`src/rtl/traffic_phase_sched.sv`:
```
// Phase scheduler for a main-road / country-road intersection with pedestrian
// and emergency pre-emption requests. It runs a 1 s prescaler and a BCD countdown.
module traffic_phase_sched #(
   parameter int unsigned CLK_DIV    = 25000000,
   parameter logic [7:0]  T_MAIN_MIN = 8'h59,
   parameter logic [7:0]  T_YELLOW   = 8'h03,
   parameter logic [7:0]  T_SIDE_MAX = 8'h19,
   parameter logic [7:0]  T_CLEAR    = 8'h02
)(
   input  logic       clk,
   input  logic       rst,
   input  logic       car_req,
   input  logic       ped_req,
   input  logic       emg_req,
   output logic       MR,
   output logic       MY,
   output logic       MG,
   output logic       CR,
   output logic       CY,
   output logic       CG,
   output logic       ped_walk,
   output logic       ped_pending,
   output logic [2:0] phase,
   output logic [7:0] sec_cnt,
   output logic       tick
);

   typedef enum logic [2:0] {
      S_MG_MIN  = 3'd0,
      S_MG_IDLE = 3'd1,
      S_MY      = 3'd2,
      S_SG      = 3'd3,
      S_SY      = 3'd4,
      S_EMG     = 3'd5,
      S_CLR     = 3'd6
   } state_t;

   localparam int unsigned CW = (CLK_DIV > 2) ? $clog2(CLK_DIV) : 1;
   localparam logic [CW-1:0] DIV_LAST = CW'(CLK_DIV - 1);

   state_t        state, state_n;
   logic [7:0]    sec_n;
   logic          walk_n, pend_n;
   logic [5:0]    lamps_n;
   logic [CW-1:0] div_cnt, div_next;

   // Only ever applied to a nonzero count; 00 is held by the FSM.
   function automatic logic [7:0] bcd_dec(input logic [7:0] v);
      if (v[3:0] != 4'd0)
         return {v[7:4], v[3:0] - 4'd1};
      else
         return {v[7:4] - 4'd1, 4'd9};
   endfunction

   assign div_next = (div_cnt == DIV_LAST) ? '0 : div_cnt + 1'b1;
   assign phase    = state;

   // Prescaler is parked at zero while in (or entering) EMG, so CLR gets full seconds.
   always_ff @(posedge clk or posedge rst) begin
      if (rst) begin
         div_cnt <= '0;
         tick    <= 1'b0;
      end else if (state == S_EMG || state_n == S_EMG) begin
         div_cnt <= '0;
         tick    <= 1'b0;
      end else begin
         div_cnt <= div_next;
         tick    <= (div_next == DIV_LAST);
      end
   end

   always_ff @(posedge clk or posedge rst) begin
      if (rst) begin
         state                  <= S_MG_MIN;
         sec_cnt                <= T_MAIN_MIN;
         ped_walk               <= 1'b0;
         ped_pending            <= 1'b0;
         {MR, MY, MG, CR, CY, CG} <= 6'b001100;
      end else begin
         state                  <= state_n;
         sec_cnt                <= sec_n;
         ped_walk               <= walk_n;
         ped_pending            <= pend_n;
         {MR, MY, MG, CR, CY, CG} <= lamps_n;
      end
   end

   always_comb begin
      state_n = state;
      sec_n   = sec_cnt;
      walk_n  = ped_walk;
      pend_n  = ped_pending;

      if (emg_req && state != S_EMG) begin
         state_n = S_EMG;
         sec_n   = 8'h00;
         walk_n  = 1'b0;
      end else begin
         case (state)
            S_MG_MIN: if (tick) begin
               if (sec_cnt == 8'h00) state_n = S_MG_IDLE;
               else                  sec_n   = bcd_dec(sec_cnt);
            end
            S_MG_IDLE: if (tick && (car_req || ped_pending)) begin
               state_n = S_MY;
               sec_n   = T_YELLOW;
            end
            S_MY: if (tick) begin
               if (sec_cnt == 8'h00) begin
                  state_n = S_SG;
                  sec_n   = T_SIDE_MAX;
                  walk_n  = ped_pending;
                  pend_n  = 1'b0;
               end else begin
                  sec_n = bcd_dec(sec_cnt);
               end
            end
            S_SG: if (tick) begin
               if (sec_cnt == 8'h00 || (!car_req && !ped_walk)) begin
                  state_n = S_SY;
                  sec_n   = T_YELLOW;
                  walk_n  = 1'b0;
               end else begin
                  sec_n = bcd_dec(sec_cnt);
               end
            end
            S_SY, S_CLR: if (tick) begin
               if (sec_cnt == 8'h00) begin
                  state_n = S_MG_MIN;
                  sec_n   = T_MAIN_MIN;
               end else begin
                  sec_n = bcd_dec(sec_cnt);
               end
            end
            S_EMG: if (!emg_req) begin
               state_n = S_CLR;
               sec_n   = T_CLEAR;
            end
            default: begin
               state_n = S_MG_MIN;
               sec_n   = T_MAIN_MIN;
               walk_n  = 1'b0;
            end
         endcase
      end

      // A press in the grant cycle survives the clear.
      if (ped_req) pend_n = 1'b1;

      case (state_n)
         S_MG_MIN, S_MG_IDLE: lamps_n = 6'b001100;
         S_MY:                lamps_n = 6'b010100;
         S_SG:                lamps_n = 6'b100001;
         S_SY:                lamps_n = 6'b100010;
         default:             lamps_n = 6'b100100;
      endcase
   end

endmodule

```
`config.mk`:
```
export PLATFORM = sky130hd
export DESIGN_NAME = traffic_phase_sched
export DESIGN_NICKNAME = d
export VERILOG_FILES = /design/src/rtl/traffic_phase_sched.sv
export SDC_FILE = /design/constraint.sdc
export NUM_CORES = 1
export LEC_CHECK = 0
export ABC_AREA = 1
export CAP_MARGIN = 20
export CORE_MARGIN = 1
export CORE_UTILIZATION = 58
export CTS_BUF_LIST = sky130_fd_sc_hd__clkbuf_16
export DETAILED_ROUTE_END_ITERATION = 6
export GPL_ROUTABILITY_DRIVEN = 0
export PLACE_DENSITY_LB_ADDON = 0.2
export SYNTH_ARGS = -nofsm -noshare
export SYNTH_HDL_FRONTEND = slang
export SYNTH_SLANG_ARGS = --single-unit
export TNS_END_PERCENT = 50
```
`constraint.sdc`:
```
create_clock -name clk -period 2.05 [get_ports clk]
set_input_delay 0.41 -clock clk [delete_from_list [all_inputs] [get_ports clk]]
set_output_delay 0.41 -clock clk [all_outputs]
set_load 0.05 [all_outputs]
```
==> out/summary.txt <==
PLACEMENT
---------------------------------------------------------------------------------------
Detailed-placement wirelength estimate                                          5459 µm
Placed instance count                                                               535
Worst Setup Slack post-DPL                                                   0.06480 ns
PortBufs                                                                             24

SETUP PATH
---------------------------------------------------------------------------------------
Total buffers and inverters traversed by the critical path                            1
Cell class contributing the biggest share of worst-path delay              buffers and inverters
Critical Setup Path Class                                                  register to primary output
Arrival time at the worst endpoint                                              1.55 ns
Max stage delay cell, worst path                                           clkdlybuf4s50_1
Worst-path maximum fanout                                                             5
Crit path cell chain                                                       clkdlybuf4s50_1
Maximum single-stage delay on the critical path                                 0.83 ns
Worst path required time                                                        1.64 ns
Kind of launch point of the worst setup path                                   register
Capturing element type of the critical path                                primary output

CLOCK NETWORK
---------------------------------------------------------------------------------------
Clock network latency to the later pin of the worst-skew pair                   0.29 ns
Clock-pin transition on the worst setup and hold timing paths                   0.07 ns
Bufs on Longest Clock Path                                                            2
H-tree levels                                                                         2
Clock Sinks                                                                          45
Cell chosen for the clock root                                                clkbuf_16
Number of buffers created by CTS                                                      5
Quantity of hold-fixing buffers added after cts                                       0
CTS tree                                                                           done

STA
---------------------------------------------------------------------------------------
Period Utilization, post-route                                                   0.9577
Slew at the pin closest to its max-slew limit                                 0.5060 ns
Hold Slack                                                                    0.4172 ns
Worst-case clock skew                                                       0.006323 ns
Peak clock frequency supported by timing                                      509.3 MHz
Setup slack of the critical path after layout                                0.08670 ns
Final hold violation count                                                            0
Final number of max-transition violations                                             0
Relative slew slack                                                              0.6616
Finish-stage setup viols                                                              0
Time the final worst path needs with I/O delays and setup                      1.963 ns

LAYOUT
---------------------------------------------------------------------------------------
Post-layout nets                                                                    486
Area Growth Syn to Fin                                                           17.44%
Antenna cells                                                                         0
Post-route non-filler standard cell count                                           544
Fraction of layout instances using a drive strength above 1                      0.1405
Area of the multi-input gates                                              0.001570 mm²
Area occupied by registers                                                 0.001136 mm²
Number of filler cells placed in the layout                                         412

FLOORPLAN
---------------------------------------------------------------------------------------
Core ar.                                                                   0.004817 mm²
Horizontal die dimension                                                       73.47 µm
Die extent in y                                                                73.47 µm
Initial core utilization                                                         0.6151
Num rows                                                                             25
I/O pin count                                                                        25
Die outline area                                                           0.005398 mm²

POWER
---------------------------------------------------------------------------------------
Combinational cell fraction of total power                                        0.470
Switching part of the total                                                      0.4507
Total chip power                                                             0.003796 W
Worst supply voltage drop on vdd                                              0.8315 mV
Leakage                                                                        1.611 nW
Clock group share of total power                                                  0.217
Proportion of power drawn by flip-flops and latches                               0.313
Areal power density over the cells                                          1091 mW/mm²
Internal power                                                               0.002085 W
Net switching power of the design                                            0.001711 W

LOGIC SYNTHESIS
---------------------------------------------------------------------------------------
Adder and majority cell fraction of the synthesized area                        0.02111
Syn nets                                                                            451
Dominant combinational cell family by area after synthesis                 simple AND/OR/NAND/NOR gates
Register bit count reported by yosys                                                 45
Area fraction of the dominant cell type after synthesis                          0.3294
Average cell area after synthesis                                             6.718 µm²
Top post-synthesis cells by area                                           dfrtp_1, nand2_1, nor2_1
Portion of the post-synthesis area used by sequential elements                   0.3826
Synthesized-area fraction occupied by and/or/nand/nor cells                      0.4257
XOR/XNOR Fraction of Synth Area                                                 0.01478
Library cell with the largest summed area after synthesis                       dfrtp_1
Fraction of the mapped netlist area in compound gates                           0.06503
Number of warnings reported in the yosys synthesis log                                0
Post-synthesis instance area                                               0.002963 mm²
Multiplexer fraction of the synthesized cell area                                     0
Count of cell types in the netlist                                                   30
Count of mapped cells out of synthesis                                              441

GLOBAL ROUTING
---------------------------------------------------------------------------------------
Remaining global-route overflow                                                       0
Global-route met1 utilization                                                    0.4233
Number of antenna violations at the first check in global routing                     0
Met3 GRT Util                                                                   0.05624
Met2 Track Usage GR                                                              0.4546
GRT Max-Usage Layer                                                                met2
Vias in the first global route                                                    2,760
Global-route wire length before repair                                        12,510 µm
Maximum number of pins on one net before global-route repair                         32
Global Route Usage Sum                                                           0.3020

OUTCOME
---------------------------------------------------------------------------------------
Status                                                                     finished, final reports clean

ROUTE
---------------------------------------------------------------------------------------
Number of violations reported at the end of detailed-routing iteration 0            244
Antenna Violating Nets Remaining                                                      0
Drt wl/cell                                                                    13.72 µm
Vias                                                                              2,996
Post-detailed-routing wire length                                               7464 µm
DR DRC count                                                                          0
DR pass1 iterations                                                                   4
Avg Vias per Cell                                                                 5.507

WORST HOLD PATH
---------------------------------------------------------------------------------------
Type of the tightest min-delay check                                       input pin to async pin

RUN
---------------------------------------------------------------------------------------
Count of maximum capacitance violations                                               0

power by group through the flow:
stage | sequential (W) | clock (W) | combinational, W
floorplan | 0.00162 | 0 | 0.000815
finish | 0.00119 | 0.000825 | 0.00178
CTS | 0.00118 | 0.000834 | 0.00174
global route | 0.00120 | 0.000859 | 0.00197
global placement | 0.00119 | 0 | 0.00170
detailed placement | 0.00119 | 0 | 0.00172
placed cells by master, fill, tap and decap left out, types with 6 or more instances in the layout:
cell type,netlist,routed
a21oi_1,8,8
buf_4,1,14
clkdlybuf4s50_1,0,15
dfrtp_1,39,37
dfstp_2,6,6
inv_1,65,59
inv_2,2,8
nand2_1,109,106
nand2_2,4,7
nand3_1,35,35
nand4_1,12,12
nor2_1,90,90
nor3_1,15,15
o21ai_0,13,12
metal layers:
metal	part of all wire	vias up	routed length (µm)
met2	0.45	145	3345
met1	0.45	1369	3332
met5	0	-	0
met3	0.078	22	579
li1	-	1460	-
met4	0.028	0	206
flip-flops by register name, indices dropped and copies added, names as in the netlist:
name         flops
MY               1
CY               1
phase            3
ped_walk         1
div_cnt         25
CG               1
MG               1
CR               1
sec_cnt          8
MR               1
tick             1
ped_pending      1
per-stage QoR:
step	setup TNS (ns)	utilization	area, µm²
5_1_grt	-0.01193	0.7223	3480
4_1_cts	0	0.7177	3457
6_report	0	0.7223	3480
2_1_floorplan	0	-	2963
3_3_place_gp	0	0.6865	3307
3_5_place_dp	0	0.6865	3307
logic make-up (layout without fill, tap and decap cells):
group | after synthesis | after routing
buffers and inverters | 70 | 106
xor gates and xnor gates | 5 | 5
DFF | 45 | 45
and+or+nand+nor | 283 | 283
adders and majority gates | 5 | 5
AOI/OAI and AO/OA | 33 | 33
cell type report:
cell class,instances,share of cell area
Tap cell,67,0.02409
Multi-Input combinational cell,326,0.4513
Inverter,67,0.07228
Sequential cell,45,0.3265
Timing Repair Buffer,31,0.08270
Clock buffer,5,0.03596
Clock inverter,3,0.007192
path summary, 6_finish.rpt:
path | cells past startpoint | slack, ns | to | startpoint
min | 2 | 0.42 | sec_cnt[1]$_DFFE_PP0P_ | rst
min reg2reg | 2 | 0.55 | ped_walk$_DFFE_PP0P_ | ped_walk$_DFFE_PP0P_
max in group asynchronous | 3 | 1.08 | sec_cnt[6]$_DFFE_PP1P_ | rst
min in group clk | 2 | 0.55 | ped_walk$_DFFE_PP0P_ | ped_walk$_DFFE_PP0P_
max reg2reg | 13 | 0.18 | tick$_DFF_PP0_ | div_cnt[1]$_DFF_PP0_
max | 1 | 0.09 | tick | tick$_DFF_PP0_
what timing repair did:
action	in CTS	in global routing
buffers inserted	0	1
endpoints found under the setup margin	0	9
resized for setup	0	13
synthesized netlist by cell type (all sizes together):
cell type and number:
o22ai 3, or2 1, a211oi 1, o21bai 1, o41ai 1, nand4 12
xor2 5, nor3 17, a21boi 1, dfrtp 39, buf 3, nor2 99
o211ai 2, a21oi 8, o21ai 16, ha 5, nand3 40, inv 67
nand2 114, dfstp 6
(Power assumes the default switching activity.)
